<file path="src/rtl/button_gesture_pkg.sv">
// ============================================================
// button_gesture_pkg : shared constants for the handlebar button path
// Rev 1.0 - initial release
// ============================================================
`default_nettype none

package button_gesture_pkg;

  typedef logic [1:0] state_t;

  localparam state_t ST_IDLE      = 2'b00;
  localparam state_t ST_HOLD      = 2'b01;
  localparam state_t ST_GAP       = 2'b10;
  localparam state_t ST_LONG_WAIT = 2'b11;

  // Defaults assume a 100 MHz clock
  localparam int CNT_W_DEF        = 27;
  localparam int WIN_CNT_DEF      = 30_000_000;   // 300 ms click window
  localparam int LONG_CNT_DEF     = 100_000_000;  // 1 s long-press hold
  localparam int DEBOUNCE_CNT_DEF = 1_000_000;    // 10 ms debouncer settle

  typedef enum logic [1:0] {
    EVT_NONE   = 2'd0,
    EVT_SINGLE = 2'd1,
    EVT_DOUBLE = 2'd2,
    EVT_LONG   = 2'd3
  } evt_kind_t;

  // Tap count saturates at two: anything beyond a double is still a double
  function automatic logic [1:0] taps_inc(input logic [1:0] taps);
    return (taps >= 2'd2) ? 2'd2 : taps + 2'd1;
  endfunction

endpackage

`default_nettype wire

</file>
<file path="src/rtl/sync_2ff.sv">
// ============================================================
// sync_2ff : two-flop synchroniser for raw asynchronous inputs
// Rev 1.0 - initial release
// ============================================================
`default_nettype none

module sync_2ff #(
  parameter int               WIDTH   = 1,
  parameter logic [WIDTH-1:0] RST_VAL = '1
) (
  input  logic             clk,
  input  logic             rst,
  input  logic [WIDTH-1:0] d,
  output logic [WIDTH-1:0] q
);

  logic [WIDTH-1:0] meta;

  always_ff @(posedge clk) begin
    if (rst) begin
      meta <= RST_VAL;
      q    <= RST_VAL;
    end else begin
      meta <= d;
      q    <= meta;
    end
  end

endmodule

`default_nettype wire

</file>
<file path="src/rtl/button_gesture.sv">
// ============================================================
// button_gesture : classifies debounced presses as single, double or long
// Rev 1.0 - initial release
// ============================================================
`default_nettype none

module button_gesture
  import button_gesture_pkg::*;
#(
  parameter int CNT_W    = CNT_W_DEF,
  parameter int WIN_CNT  = WIN_CNT_DEF,
  parameter int LONG_CNT = LONG_CNT_DEF
) (
  input  logic clk,
  input  logic rst,
  input  logic press_tick,
  input  logic btn_n,
  output logic evt_single,
  output logic evt_double,
  output logic evt_long,
  output logic busy
);

  localparam logic [CNT_W-1:0] WIN_LAST  = CNT_W'(WIN_CNT - 1);
  localparam logic [CNT_W-1:0] LONG_LAST = CNT_W'(LONG_CNT - 1);
  localparam logic [CNT_W-1:0] TIMER_ONE = CNT_W'(1);

  logic             btn_s;
  state_t           state;
  state_t           state_nxt;
  logic [CNT_W-1:0] timer;
  logic [CNT_W-1:0] timer_nxt;
  logic [1:0]       taps;
  logic [1:0]       taps_nxt;
  evt_kind_t        evt_nxt;

  sync_2ff #(
    .WIDTH   (1),
    .RST_VAL (1'b1)
  ) u_btn_sync (
    .clk (clk),
    .rst (rst),
    .d   (btn_n),
    .q   (btn_s)
  );

  // One event code per cycle keeps the three pulses mutually exclusive
  always_comb begin
    state_nxt = state;
    timer_nxt = timer;
    taps_nxt  = taps;
    evt_nxt   = EVT_NONE;
    case (state)
      ST_IDLE: begin
        if (press_tick) begin
          taps_nxt  = 2'd1;
          timer_nxt = '0;
          state_nxt = ST_HOLD;
        end
      end
      ST_HOLD: begin
        if (btn_s) begin
          timer_nxt = '0;
          state_nxt = ST_GAP;
        end else if (taps == 2'd1 && timer == LONG_LAST) begin
          evt_nxt   = EVT_LONG;
          state_nxt = ST_LONG_WAIT;
        end else if (timer != LONG_LAST) begin
          timer_nxt = timer + TIMER_ONE;
        end
      end
      ST_GAP: begin
        // A tick on the timeout cycle extends the gesture rather than ending it
        if (press_tick) begin
          taps_nxt  = taps_inc(taps);
          timer_nxt = '0;
          state_nxt = ST_HOLD;
        end else if (timer == WIN_LAST) begin
          evt_nxt   = (taps == 2'd1) ? EVT_SINGLE : EVT_DOUBLE;
          taps_nxt  = '0;
          timer_nxt = '0;
          state_nxt = ST_IDLE;
        end else begin
          timer_nxt = timer + TIMER_ONE;
        end
      end
      ST_LONG_WAIT: begin
        if (btn_s) begin
          taps_nxt  = '0;
          timer_nxt = '0;
          state_nxt = ST_IDLE;
        end
      end
      default: begin
        state_nxt = ST_IDLE;
      end
    endcase
  end

  always_ff @(posedge clk) begin
    if (rst) begin
      state      <= ST_IDLE;
      timer      <= '0;
      taps       <= '0;
      evt_single <= 1'b0;
      evt_double <= 1'b0;
      evt_long   <= 1'b0;
    end else begin
      state      <= state_nxt;
      timer      <= timer_nxt;
      taps       <= taps_nxt;
      evt_single <= (evt_nxt == EVT_SINGLE);
      evt_double <= (evt_nxt == EVT_DOUBLE);
      evt_long   <= (evt_nxt == EVT_LONG);
    end
  end

  assign busy = (state != ST_IDLE);

endmodule

`default_nettype wire
</file>
<file path="config.mk">
export PLATFORM = sky130hd
export DESIGN_NAME = button_gesture
export DESIGN_NICKNAME = d
export VERILOG_FILES = /design/src/rtl/button_gesture_pkg.sv /design/src/rtl/sync_2ff.sv /design/src/rtl/button_gesture.sv
export SDC_FILE = /design/constraint.sdc
export NUM_CORES = 1
export LEC_CHECK = 0
export CAP_MARGIN = 10
export CORE_ASPECT_RATIO = 2
export CORE_UTILIZATION = 45
export CTS_CLUSTER_DIAMETER = 200
export DETAILED_ROUTE_END_ITERATION = 8
export GPL_ROUTABILITY_DRIVEN = 0
export GPL_TIMING_DRIVEN = 0
export SLEW_MARGIN = 15
export SYNTH_ARGS = -nofsm -noshare
export SYNTH_HDL_FRONTEND = slang
export SYNTH_SLANG_ARGS = --single-unit
</file>
<file path="constraint.sdc">
create_clock -name clk -period 6.2 [get_ports clk]
set_clock_uncertainty 0.05 [all_clocks]
set_input_delay 1.55 -clock clk [delete_from_list [all_inputs] [get_ports clk]]
set_output_delay 1.55 -clock clk [all_outputs]
set_load 0.03 [all_outputs]
</file>
==> impl_metrics.csv, run 1 <==
group,metric,value,unit
status,outcome,"finished, final reports clean",
synthesis,seq_area_frac_synth,33.6,%
floorplanning,dieWidth,50.8,um
route,antenna_left,0,
power_and_ir_drop,peakVddDrop,0.153,mV
critical_path,worst_path_max_delay_cell,"clkdlybuf4s50_1",
floorplanning,dieHeight,99.6,um
critical_path,critPathKind,"in -> reg",
route,drtPass1Iterations,4,
clocking,tritoncts,"built",
clocking,clock_path_buffers,2,
layout,design.final.nets,271,
synthesis,ys_top_cells_by_area,"dfxtp_1, xnor2_1, nand4_1",
global_routing,grt_antenna_before_repair,0,
floorplanning,core_area,4600,um2
global_routing,grt_first_pass_wirelength,9.03,mm
critical_path,path_buf_inv,1,
route,wl,5.46,mm
timing,rsz0062_at_grt,"false",
power_and_ir_drop,power.total,0.598,mW
synthesis,yosys.area_share.xor_xnor,6.13,%
placement,place.port_buffers,7,
clocking,holdBufCountCts,0,
clocking,cts_sinks,36,
route,drt_iter0_drc,53,
critical_path,crit_chain,"clkdlybuf4s50_1 > or2b_2 > a21boi_1 > nand4_1 > a2111oi_0 > nor3_1",
synthesis,synthMuxAreaShare,0,%
timing,relSlewSlack,55.7,%
layout,layout-drive-gt1-share,13.4,%
timing,finalSetupViolations,0,
hold_path,min_path_type,"reg -> reg",
global_routing,grt_util_all_layers,23.7,%
synthesis,synth_fa_ha_area_share,3.50,%
power_and_ir_drop,p_per_area,251,nW/um2
clocking,postCtsSetupRepairBufs,0,
critical_path,cp.arrival,3.50,ns
route,drc_errors,0,
synthesis,synth_nets,257,
layout,area_growth,11.0,%
floorplanning,rows,35,
synthesis,synth_compound_gate_area_share,14.9,%
timing,setup_ws,2.81,ns
synthesis,yosysWarnings,0,
clocking,clkLatencyLatePin,0.29,ns
synthesis,synth.distinct_cells,54,
run,drv_cap,0,
global_routing,grt_max_degree,11,
synthesis,synthesis.area,2140,um2
timing,period_minus_slack,3.39,ns
placement,dp_cells,309,
timing,final_max_slew_viol_count,0,
power_and_ir_drop,p_leak,0.772,nW
critical_path,cp-start-kind,"primary input",
critical_path,cp_max_fo,7,
route,wl_per_cell,17.3,um
layout,instances_no_fill,316,
layout,num_antenna_cells,0,
synthesis,synth_edf_count,0,
synthesis,ys_ff_latch,36,
critical_path,cp_top_family,"compound AO/OA/AOI/OAI gates",
clocking,clock-root-buffer,"clkbuf_8",
synthesis,ys_async_sr_fraction,0,%
synthesis,synth_top_family_by_area,"simple AND/OR/NAND/NOR gates",
global_routing,overflow,0,
clocking,cts_buffers,5,
timing,hold_violations,0,
critical_path,max_stage_delay,0.54,ns
floorplanning,boundaryPins,8,
synthesis,synth_cells,247,
timing,setup_tns,0,ns
placement,hpwl,4.16,mm
synthesis,avgSynthCellArea,8.68,um2
route,num_vias,1928,
placement,placed_cell_area,2280,um2
global_routing,grt_pass1_vias,1882,
floorplanning,initial_core_util,46.6,%
clocking,htree_levels,2,
route,via_per_inst,6.10,
synthesis,yosysTopAreaCell,"dfxtp_1",
synthesis,yosysTopAreaCellShare,33.6,%
critical_path,crit_required,6.31,ns
placement,pre_cts_ws,2.52,ns
timing,max_freq,0.295,GHz
critical_path,endpoint_kind,"flip-flop",
timing,post-route-period-util,54.6,%
synthesis,synth-simple-area-share,36.2,%
clocking,ctsResizeCount,0,
synthesis,ys.flop_type,"dfxtp_1",
clocking,clkTransAtPathRegs,0.07,ns
floorplanning,die-area,5060,um2
layout,fin_area,2380,um2
timing,worst_pin_slew,0.665,ns
==> layout by cell type (no fill, tap or decap), drive strengths merged, types with 2 or more instances in the layout <==
cell type      instances
nor2                  19
or4b                   2
or4                    5
inv                    7
nand2b                 2
xnor2                 11
ha                     6
nand4b                 3
dfxtp                 36
nand4                 14
or2                    4
a2111oi                2
a21oi                 13
and2                   4
nor4                   7
nand3b                 3
and4                   7
nor4b                  4
a211oi                 4
nor3                  12
clkdlybuf4s50          7
and2b                  2
and3                   6
o21ai                 11
nand2                 16
a31oi                  7
o31ai                  2
clkbuf                11
o21a                   2
buf                    4
a21o                   3
xor2                   4
nand3                 11
==> logic make-up after synthesis <==
family | after synthesis
AOI/OAI and AO/OA | 49
and+or+nand+nor | 125
xor gates and xnor gates | 15
DFF | 36
adders and majority gates | 6
buffers and inverters | 16
==> worst paths after layout <==
path,startpoint,to,slack [ns],depth (start not counted)
max reg2reg,timer[0],timer[21],3.78,8
min,u_btn_sync.meta,u_btn_sync.q,0.38,1
max,press_tick,timer[16],2.81,6
min reg2reg,u_btn_sync.meta,u_btn_sync.q,0.38,1
==> flip-flops by register name, summed over array words and instances (netlist names) <==
signal           count
evt_double           1
evt_long             1
evt_single           1
state                2
taps                 2
timer               27
u_btn_sync.meta      1
u_btn_sync.q         1
==> cells in the mapped netlist (2+ instances only) <==
library cell,n
o21ai_0,9
a21o_1,2
ha_1,6
nor4b_1,2
a211oi_1,4
nand4_1,14
nand4b_1,3
and4_1,3
xnor2_1,11
or2_2,4
nor3_1,12
and3_2,2
o21ai_2,2
and4_2,4
clkbuf_1,3
or4_1,5
o31ai_1,2
nor4_1,6
nor2_1,19
or4b_4,2
a31oi_1,7
xor2_1,4
nand2b_1,2
inv_1,7
dfxtp_1,36
o21a_1,2
a2111oi_0,2
nand2_1,16
nand3_1,11
and3_1,4
and2_1,4
a21oi_1,13
nand3b_1,3
==> cell type report <==
type                       count  area [um2]
fill                         453        2220
inverter                       7        26.3
multi-input combinational    195        1300
timing repair buffer           7        70.1
tap                           55        68.8
clock buffer                   7        96.3
buffer                         9        95.1
sequential                    36         721
==> routing by layer <==
layer,vias to the layer above,GRT usage (%),wire length [um],share of wire (%)
met5,-,0,0,0
met4,0,9.83,128,2.3
met3,12,2.91,181,3.3
met2,49,43.7,2990,55
met1,910,26.2,2160,40
li1,957,-,-,-
==> stage by stage <==
step | util [%] | hold WS (ns)
3_3_place_gp | 49.7 | 0.361
4_1_cts | 51.8 | 0.379
2_1_floorplan | - | 0.339
5_1_grt | 51.8 | 0.389
6_report | 51.8 | 0.376
3_5_place_dp | 49.7 | 0.359
==> power breakdown <==
group | total (mW) | switching [mW] | internal [mW]
clock network | 0.182 | 0.0834 | 0.0990
registers | 0.252 | 0.0107 | 0.242
logic | 0.164 | 0.104 | 0.0596
total | 0.598 | 0.198 | 0.400
Power figures use the tool's default switching activity.
==> run 2: changes to the inputs <==
==> constraint.sdc (replaced) <==
create_clock -name clk -period 3.1 [get_ports clk]
set_clock_uncertainty 0.05 [all_clocks]
set_input_delay 0.775 -clock clk [delete_from_list [all_inputs] [get_ports clk]]
set_output_delay 0.775 -clock clk [all_outputs]
set_load 0.03 [all_outputs]
==> results of run 2 <==
Same layout as run 1 (identical final DEF). Status: finished, final reports clean.
Main changes from that run: setup slack after placement 2.52 ns -> 0.190 ns; setup slack after layout 2.81 ns -> 0.487 ns; register-to-register setup slack 3.78 ns -> 0.68 ns; total power 0.598 mW -> 1.20 mW; worst IR drop on VDD 0.153 mV -> 0.306 mV
